`config.mk`:
```
export PLATFORM = sky130hd
export DESIGN_NAME = fetch_instr_queue_flat
export DESIGN_NICKNAME = d
export VERILOG_FILES = /design/src/rtl/fetch_instr_queue_if.sv /design/src/rtl/fetch_instr_queue.sv /design/src/flat_wrapper.sv
export SDC_FILE = /design/constraint.sdc
export NUM_CORES = 2
export LEC_CHECK = 0
export BUFFER_PORTS_ARGS = -buffer_cell sky130_fd_sc_hd__buf_2
export CORE_AREA = 2 2 379 381
export DETAILED_ROUTE_END_ITERATION = 8
export DIE_AREA = 0 0 381 383
export HOLD_SLACK_MARGIN = 0.12
export MAX_ROUTING_LAYER = met4
export SYNTH_ARGS = -nofsm -noshare
export SYNTH_HDL_FRONTEND = slang
export SYNTH_SLANG_ARGS = --single-unit
export TNS_END_PERCENT = 5
```
`constraint.sdc`:
```
create_clock -name clk -period 15.3 [get_ports clk]
set_clock_uncertainty 0.1 [all_clocks]
set_input_delay 3.06 -clock clk [delete_from_list [all_inputs] [get_ports clk]]
set_output_delay 3.06 -clock clk [all_outputs]
set_load 0.01 [all_outputs]
```
`src/rtl/fetch_instr_queue_if.sv`:
```
// Bundle of the fetch-side push port and the decode-side pop port of the
// instruction queue. The producer/consumer side uses the master modport,
// the queue itself uses the slave modport.
//
// Handshake: a push slot transfers on a rising edge when in_valid_i selects
// it (legal masks 00/01/11) and in_ready_o is 1; in_ready_o is a
// conservative function of the current occupancy only. A head slot leaves
// the queue on a rising edge when out_valid_o marks it valid and pop_i
// selects it (legal masks 00/01/11); any other combination is a protocol
// violation that is ignored and reported on err_o one cycle later.
interface fetch_instr_queue_if #(
    parameter int PC_BITS    = 32,
    parameter int INSTR_BITS = 32
);
    logic [1:0]              in_valid_i;
    logic [2*PC_BITS-1:0]    in_pc_i;
    logic [2*INSTR_BITS-1:0] in_instr_i;
    logic [1:0]              in_taken_i;
    logic                    in_ready_o;
    logic [1:0]              out_valid_o;
    logic [2*PC_BITS-1:0]    out_pc_o;
    logic [2*INSTR_BITS-1:0] out_instr_o;
    logic [1:0]              out_taken_o;
    logic [1:0]              pop_i;

    modport master (
        output in_valid_i, in_pc_i, in_instr_i, in_taken_i, pop_i,
        input  in_ready_o, out_valid_o, out_pc_o, out_instr_o, out_taken_o
    );

    modport slave (
        input  in_valid_i, in_pc_i, in_instr_i, in_taken_i, pop_i,
        output in_ready_o, out_valid_o, out_pc_o, out_instr_o, out_taken_o
    );
endinterface

```
`src/rtl/fetch_instr_queue.sv`:
```
// Two-wide in-order instruction queue between the fetch stage and decode.
// Circular buffer of DEPTH entries (PC, instruction word, predicted-taken),
// accepting up to two entries and releasing up to two entries per cycle.
// A flush drops every buffered entry. Protocol violations are ignored and
// pulse err_o for one cycle.
// Optional macro FIQ_BYPASS_EN: when the queue is empty, accepted entries
// appear on the outputs in the same cycle; entries popped that cycle are
// never written to the buffer.
module fetch_instr_queue #(
    parameter int PC_BITS    = 32,
    parameter int INSTR_BITS = 32,
    parameter int DEPTH      = 8
) (
    input  logic                     clk,
    input  logic                     rst_n,
    input  logic                     flush_i,
    fetch_instr_queue_if.slave       bus,
    output logic [$clog2(DEPTH):0]   count_o,
    output logic                     err_o
);
    localparam int PTR_W = $clog2(DEPTH);
    localparam int CNT_W = PTR_W + 1;

    logic [PTR_W-1:0]      head_q, head_d;
    logic [PTR_W-1:0]      tail_q, tail_d;
    logic [CNT_W-1:0]      count_q, count_d;
    logic                  err_q, err_d;

    logic [PC_BITS-1:0]    pc_mem_q    [DEPTH];
    logic [PC_BITS-1:0]    pc_mem_d    [DEPTH];
    logic [INSTR_BITS-1:0] instr_mem_q [DEPTH];
    logic [INSTR_BITS-1:0] instr_mem_d [DEPTH];
    logic                  taken_mem_q [DEPTH];
    logic                  taken_mem_d [DEPTH];

    logic                  in_ready;
    logic                  push_legal;
    logic                  push_ok;
    logic                  push_err;
    logic [CNT_W-1:0]      push_n;
    logic                  bypass;
    logic [1:0]            vis_valid;
    logic [CNT_W-1:0]      pop_n;
    logic                  pop_err;
    logic [CNT_W-1:0]      skip_n;
    logic [PTR_W-1:0]      head_p1;

    // Ready depends only on the occupancy at the start of the cycle, so a
    // same-cycle pop never makes room for a push.
    assign in_ready = (count_q <= CNT_W'(DEPTH - 2));
    assign head_p1  = head_q + PTR_W'(1);

    // Classify the push request and how many entries it contributes.
    always_comb begin
        push_legal = (bus.in_valid_i == 2'b01) || (bus.in_valid_i == 2'b11);
        push_ok    = push_legal && in_ready;
        push_n     = '0;
        if (push_ok) begin
            push_n = bus.in_valid_i[1] ? CNT_W'(2) : CNT_W'(1);
        end
        push_err   = (bus.in_valid_i == 2'b10) || (push_legal && !in_ready);
    end

`ifdef FIQ_BYPASS_EN
    assign bypass = (count_q == '0) && !flush_i && push_ok;
`else
    assign bypass = 1'b0;
`endif

    // Head slots visible to decode: buffered entries, or the incoming ones
    // when they bypass an empty buffer.
    always_comb begin
        vis_valid = {(count_q >= CNT_W'(2)), (count_q != '0)};
        if (bypass) begin
            vis_valid = bus.in_valid_i;
        end
    end

    // Classify the pop request; an illegal pop is dropped as a whole.
    always_comb begin
        pop_n   = '0;
        pop_err = 1'b0;
        case (bus.pop_i)
            2'b00: ;
            2'b01: begin
                if (vis_valid[0]) pop_n = CNT_W'(1);
                else              pop_err = 1'b1;
            end
            2'b11: begin
                if (vis_valid[1]) pop_n = CNT_W'(2);
                else              pop_err = 1'b1;
            end
            default: pop_err = 1'b1;
        endcase
        // Bypassed entries consumed this cycle never touch the buffer.
        skip_n = bypass ? pop_n : '0;
    end

    // Drive the decode-side outputs from the buffer head or the bypass path.
    always_comb begin
        bus.in_ready_o  = in_ready;
        bus.out_valid_o = vis_valid;
        if (bypass) begin
            bus.out_pc_o    = bus.in_pc_i;
            bus.out_instr_o = bus.in_instr_i;
            bus.out_taken_o = bus.in_taken_i;
        end else begin
            bus.out_pc_o    = {pc_mem_q[head_p1], pc_mem_q[head_q]};
            bus.out_instr_o = {instr_mem_q[head_p1], instr_mem_q[head_q]};
            bus.out_taken_o = {taken_mem_q[head_p1], taken_mem_q[head_q]};
        end
    end

    // Next pointers, occupancy and error pulse; flush overrides everything.
    always_comb begin
        head_d  = head_q + pop_n[PTR_W-1:0] - skip_n[PTR_W-1:0];
        tail_d  = tail_q + push_n[PTR_W-1:0] - skip_n[PTR_W-1:0];
        count_d = count_q + push_n - pop_n;
        err_d   = push_err || pop_err;
        if (flush_i) begin
            head_d  = '0;
            tail_d  = '0;
            count_d = '0;
            err_d   = 1'b0;
        end
    end

    // Write accepted, not-yet-consumed entries at the tail in slot order.
    always_comb begin
        pc_mem_d    = pc_mem_q;
        instr_mem_d = instr_mem_q;
        taken_mem_d = taken_mem_q;
        if (!flush_i) begin
            for (int s = 0; s < 2; s++) begin
                if ((CNT_W'(s) < push_n) && (CNT_W'(s) >= skip_n)) begin
                    pc_mem_d[tail_q + PTR_W'(s) - skip_n[PTR_W-1:0]] =
                        bus.in_pc_i[s*PC_BITS +: PC_BITS];
                    instr_mem_d[tail_q + PTR_W'(s) - skip_n[PTR_W-1:0]] =
                        bus.in_instr_i[s*INSTR_BITS +: INSTR_BITS];
                    taken_mem_d[tail_q + PTR_W'(s) - skip_n[PTR_W-1:0]] =
                        bus.in_taken_i[s];
                end
            end
        end
    end

    // Control state with synchronous active-low reset.
    always_ff @(posedge clk) begin
        if (!rst_n) begin
            head_q  <= '0;
            tail_q  <= '0;
            count_q <= '0;
            err_q   <= 1'b0;
        end else begin
            head_q  <= head_d;
            tail_q  <= tail_d;
            count_q <= count_d;
            err_q   <= err_d;
        end
    end

    // Entry storage is never cleared; valid bits alone qualify its contents.
    always_ff @(posedge clk) begin
        pc_mem_q    <= pc_mem_d;
        instr_mem_q <= instr_mem_d;
        taken_mem_q <= taken_mem_d;
    end

    assign count_o = count_q;
    assign err_o   = err_q;
endmodule

```
`src/flat_wrapper.sv`:
```
// flat-port wrapper written by rule: the top's interface ports become plain ports
module fetch_instr_queue_flat 
#(
    parameter int PC_BITS    = 32,
    parameter int INSTR_BITS = 32,
    parameter int DEPTH      = 8
)
  (clk, rst_n, flush_i, count_o, err_o, bus_in_valid_i, bus_in_pc_i, bus_in_instr_i, bus_in_taken_i, bus_pop_i, bus_in_ready_o, bus_out_valid_o, bus_out_pc_o, bus_out_instr_o, bus_out_taken_o);
  fetch_instr_queue_if #(.PC_BITS(PC_BITS), .INSTR_BITS(INSTR_BITS)) bus_i ();
  input  logic clk;
  input  logic rst_n;
  input  logic flush_i;
  output logic [$clog2(DEPTH):0] count_o;
  output logic err_o;
  input wire logic [$bits(bus_i.in_valid_i)-1:0] bus_in_valid_i;
  input wire logic [$bits(bus_i.in_pc_i)-1:0] bus_in_pc_i;
  input wire logic [$bits(bus_i.in_instr_i)-1:0] bus_in_instr_i;
  input wire logic [$bits(bus_i.in_taken_i)-1:0] bus_in_taken_i;
  input wire logic [$bits(bus_i.pop_i)-1:0] bus_pop_i;
  output wire logic [$bits(bus_i.in_ready_o)-1:0] bus_in_ready_o;
  output wire logic [$bits(bus_i.out_valid_o)-1:0] bus_out_valid_o;
  output wire logic [$bits(bus_i.out_pc_o)-1:0] bus_out_pc_o;
  output wire logic [$bits(bus_i.out_instr_o)-1:0] bus_out_instr_o;
  output wire logic [$bits(bus_i.out_taken_o)-1:0] bus_out_taken_o;
  assign bus_i.in_valid_i = bus_in_valid_i;
  assign bus_i.in_pc_i = bus_in_pc_i;
  assign bus_i.in_instr_i = bus_in_instr_i;
  assign bus_i.in_taken_i = bus_in_taken_i;
  assign bus_i.pop_i = bus_pop_i;
  assign bus_in_ready_o = bus_i.in_ready_o;
  assign bus_out_valid_o = bus_i.out_valid_o;
  assign bus_out_pc_o = bus_i.out_pc_o;
  assign bus_out_instr_o = bus_i.out_instr_o;
  assign bus_out_taken_o = bus_i.out_taken_o;
  fetch_instr_queue #(.PC_BITS(PC_BITS), .INSTR_BITS(INSTR_BITS), .DEPTH(DEPTH)) u_core (.clk(clk), .rst_n(rst_n), .flush_i(flush_i), .bus(bus_i), .count_o(count_o), .err_o(err_o));
endmodule
```
# Word level (Yosys, flattened, before mapping)
# Cells that the tools add are included.
[totals]
in_bits = 137
out_inout_bits = 138
wordCells = 114
register_bits = 531
[classes]
reduce_logical = 11
bitwise_logic = 5
order_cmp = 10
muxes = 49
add_sub_neg = 6
n_eq_ne = 5
[op_table]
columns = ["operator", "count"]
rows = [
  ["$mux W256", 6],
  ["$bwmux W256", 4],
  ["$bmux W32 S3", 4],
  ["$mux W32", 10],
  ["$demux W32 S3", 2],
  ["$mux W8", 3],
  ["$bwmux W8", 2],
  ["$ge A4 B4 Y1 const B", 4],
  ["$not A3 Y4", 4],
  ["$mux W1", 9],
  ["$lt A1 B4 Y1 const A", 2],
  ["$lt A4 B1 Y1 const B", 2],
  ["$add A3 B1 Y3 const B", 2],
  ["$bmux W1 S3", 2],
  ["$demux W1 S3", 2],
  ["$eq A2 B2 Y1 const B", 3],
  ["$add A4 B4 Y4", 1],
  ["$eq A2 B1 Y1 const B", 2],
  ["$ge A4 B2 Y1 const B", 1],
  ["$le A4 B3 Y1 const B", 1],
  ["$logic_and A1 B1 Y1", 4],
  ["$mux W2", 2],
  ["$mux W4", 1],
  ["$pmux W2 S2", 1],
  ["10 further kinds", 12],
]

# Longest topological paths before layout
[depth]
word_depth = 10
depth_mapped = 12
ltp_nobuf = 12

# Worst setup path before layout
# No wires, ideal clock.
[synth_timing]
kind = "input -> register"
startpoint = "in flush_i"
endpoint = "reg u_core.count_q[1] (netlist: u_core.count_o[1])"
n_path_buf = 0
arrival_ps = 14895
setup_ps = 119
slack_ps = 186
required_time_ps = 15081
path_stages = 3
cell_sequence = "inv_1 -> nand2_1 -> nor2_1"
[synth_via]
elab_chain_cells = 1
[synth_rtl]
columns = ["element", "line", "rtl"]
rows = [
  ["start, declared", "flat_wrapper.sv:12", "input logic flush_i;"],
  ["$reduce_or A2 Y1 (no source line)", "n/a", ""],
  ["end signal, assigned", "fetch_instr_queue.sv:157", "count_q <= count_d;"],
  ["end, declared", "fetch_instr_queue.sv:26", "logic [CNT_W-1:0] count_q, count_d;"],
]
# Every way passes these cells.
# A chain may end at the register's enable or synchronous reset.

# Final worst setup path
[layout_timing]
startpoint = "reg u_core.head_q[2]"
endpoint = "out bus_out_pc_o[37]"
[layout_via]
elab_chain_cells = 5
[layout_rtl]
columns = ["element", "line", "rtl"]
rows = [
  ["start, declared", "fetch_instr_queue.sv:24", "logic [PTR_W-1:0] head_q, head_d;"],
  ["start signal, assigned", "fetch_instr_queue.sv:150", "head_q <= '0;"],
  ["start signal, assigned", "fetch_instr_queue.sv:155", "head_q <= head_d;"],
  ["$add A3 B1 Y3", "fetch_instr_queue.sv:51", "assign head_p1 = head_q + PTR_W'(1);"],
  ["$not A3 Y4 (implied by the code)", "fetch_instr_queue.sv:108", "bus.out_pc_o = {pc_mem_q[head_p1], pc_mem_q[head_q]};"],
  ["$bmux W32 S3", "fetch_instr_queue.sv:108", ""],
  ["$mux W32 (implied by the code) (2 in a row)", "fetch_instr_queue.sv:108", ""],
  ["end, declared", "flat_wrapper.sv:22", "output wire logic [$bits(bus_i.out_pc_o)-1:0] bus_out_pc_o;"],
]
# Every way passes these cells. The select of a mux whose other input is x is not followed.

==> run metrics <==
Root Buffer clkbuf_16; CTS resizes 0; final number of hold-violating endpoints 0; max-cap violations 0; CTS Buf Count 69; final-report setup violation count 0; clock transition at the registers of the reported paths 0.06 ns; num rows 139; FF-to-FF Start u_core.count_o[3]; worst setup margin 8.15 ns; Reg2Reg Setup Slack 11.94 ns; die area 0.146 mm2; worst path required time 12.14 ns; Area Growth Syn to Fin 12.5%; first-pass GRT wire length 194000 um; vias in the first global route 27900; CP arrival 3.99 ns; Starting Density 24.8%; Final HPWL DP 74500 um; CTS tree done; #FFs+latches synth 531; Leakage Power 14.1 nW; Final Routed Wirelength 133000 um; crit share post-route 46.8%; H-tree Lvls 3; grt ovf 0; combinational power share 24.0%; DRC viols 0; Clock power frac 35.1%; CP endpoint bus_out_pc_o[37]; Crit path depth 5; largest net degree at the start of global routing 165; total power 4.65 mW; post-CTS setup buffers 0; Worst Tran Pin Value 1.14 ns; reg-to-reg endpoint u_core.instr_mem_q[232]; largest stage delay on the critical path 0.80 ns; post-synth cell types 38; global placer's final weighted congestion 0.785; Final min period 7.15 ns; Post-synth top cells 1042 x nand2_1, 529 x nor2_1, 520 x a31oi_1, 520 x edfxtp_1; Ys Warns 0; Crit path max-delay family buffers and inverters; CTS Sinks 531; Routed Antenna Nets 0; CTS max path bufs 3; register area share after synthesis 44.9%; crit path max fanout 28; core box area 0.142 mm2; port bufs 274; Sw Ratio 30.7%; Layout fillers 14800; CP cell instances xor2_4, buf_4, buf_4, mux2_2, buf_2; worst hold path class register to register; Flop pwr share 41.0%; hold_ws 0.558 ns; vias per inst 5.45; status complete, no violations; Pint 3.22 mW; Max Slew Vio Count 0; most used cell, CP buf_4; worst setup path class register to output pin; Post-synth EDFFs 520; via count 29900; drt first pass iters 8; CP startpoint u_core.head_q[2]; critical path endpoint category output pin; startpoint types register; Peak VDD IR 0.0860 mV; net switching power 1.43 mW; starting DRC count in detailed routing 4013; clock latency on the worst-skew pair 0.64 ns; syn_nets 3686; PwrDens 117 mW/mm2; Most used DFF post-synth edfxtp_1; GRT Overall Usage 18.2%; WP buf/inv 3; largest area contributor in the netlist edfxtp_1; asr flop ratio synth 0%; f_max 140 MHz; DP Worst Slack 8.86 ns; WL per Instance 24.3 um; most frequent cell after synthesis nand2_1; Die X-Extent 381 um; RSZ-0062 raised after global routing false; synth top area cells edfxtp_1 44%, mux4_2 17%, nand2_1 11%, a31oi_1 9.2%, nor2_1 5.6%; layout cells sized above 1 23.7%; synthesized cell area 0.0352 mm2; initial antenna violation count 32; post-route setup TNS 0 ns; Synth top area share 44.3%; Final Non-Filler Cells 5481; NumNets Final 3654; cells after synthesis 3535; max_slew headroom 24.2%; syn_area_per_cell 9.97 um2; Reg2Reg Depth 7; Hold Buf Count CTS 0; # IOs 275; Cells after DPL 5335; Vert. Die Dim 383 um; crit path max-delay cell type dfxtp_4
-- power by group through the flow --
stage / combinational, mW / clock, mW / sequential (mW)
after detailed placement: 1.11 / 0 / 1.93
after floorplan: 0.784 / 0 / 1.91
after CTS: 1.12 / 1.66 / 1.90
after global placement: 1.09 / 0 / 1.92
final: 1.11 / 1.63 / 1.90
after global routing: 1.20 / 1.71 / 1.92
-- state kept, by name, summed over array words and instances (netlist names) --
name and cells:
u_core.taken_mem_q 8, u_core.count_o 4, u_core.tail_q 3, u_core.instr_mem_q 256, u_core.pc_mem_q 256, u_core.err_o 1, u_core.head_q 3
-- cell usage in the layout (no fill, tap or decap), types with 2 or more instances in the layout --
cell type | synthesis | layout
nand2_1 | 1042 | 1042
nor2_1 | 529 | 529
a31oi_1 | 520 | 520
edfxtp_1 | 520 | 520
buf_2 | 260 | 274
mux4_2 | 260 | 260
mux2_2 | 130 | 130
clkbuf_16 | 0 | 70
buf_4 | 15 | 55
diode_2 | 0 | 21
clkbuf_1 | 66 | 18
clkinv_1 | 0 | 14
ha_1 | 11 | 10
inv_1 | 10 | 9
nand4_1 | 9 | 9
clkinv_2 | 0 | 8
dfxtp_1 | 11 | 8
nand3_4 | 0 | 7
and3_4 | 0 | 7
and4b_1 | 5 | 5
bufinv_16 | 0 | 5
and2_1 | 4 | 4
a21oi_1 | 4 | 4
xor2_1 | 4 | 3
and4bb_2 | 3 | 3
xnor2_1 | 3 | 3
fa_1 | 3 | 3
clkinvlp_4 | 0 | 3
inv_6 | 0 | 3
dfxtp_4 | 0 | 3
nand2b_1 | 2 | 2
and3_1 | 9 | 2
nand3_1 | 9 | 2
a21o_1 | 2 | 2
clkinv_8 | 0 | 2
buf_12 | 0 | 2
-- cells by family after synthesis --
| logic type | share of synthesized area (%) |
|---|---|
| buffers and inverters | 6.38 |
| AOI/OAI and AO/OA | 9.40 |
| DFF | 44.9 |
| adders and majority gates | 0.561 |
| xor gates and xnor gates | 0.220 |
| muxes | 20.8 |
| and+or+nand+nor | 17.7 |
-- how the worst min path moves through the flow --
stage                                 start                 endpoint  slack [ns]  depth (start not counted)
finish                u_core.taken_mem_q[1]    u_core.taken_mem_q[1]        0.56                          2
global route        u_core.instr_mem_q[216]  u_core.instr_mem_q[216]        0.60                          2
CTS                   u_core.taken_mem_q[1]    u_core.taken_mem_q[1]        0.55                          2
detailed placement    u_core.taken_mem_q[1]    u_core.taken_mem_q[1]        0.54                          2
global placement      u_core.taken_mem_q[1]    u_core.taken_mem_q[1]        0.53                          2
floorplan                  u_core.head_q[0]         u_core.head_q[0]        0.47                          2
-- worst register-to-register path, cell delays in order, from the launching register on --
cell and delay [ns]:
dfxtp_1 0.33, inv_1 0.10, ha_1 0.20, a21bo_2 0.58
and3_4 0.72, buf_4 0.77, nand2_1 0.20, a31oi_1 0.23
-- per-stage QoR --
step / cell area, um2 / utilization, %
2_1_floorplan: 35200 / -
3_3_place_gp: 37400 / 26.3
3_5_place_dp: 37400 / 26.3
4_1_cts: 39600 / 27.8
5_1_grt: 39700 / 27.9
6_report: 39700 / 27.9
-- per-layer routing --
metal / vias to the layer above / wire length [um] / GRT usage, %
li1: 12800 / - / -
met1: 14800 / 52400 / 23.9
met2: 2002 / 62100 / 28.1
met3: 266 / 15000 / 3.97
met4: 0 / 3540 / 5.60
met5: - / 0 / -
-- layout make-up --
cell class,count,area [um2],share of cell area (%)
inverters,10,45.0,0.114
clock buffers,88,1820,4.59
well taps,1903,2380,6.00
flip-flops and latches,531,15800,40.0
repair buffers,331,1820,4.60
multi-input cells,2560,17300,43.7
diodes,21,52.6,0.132
clock inverters,37,374,0.943
(Power assumes the default switching activity.)
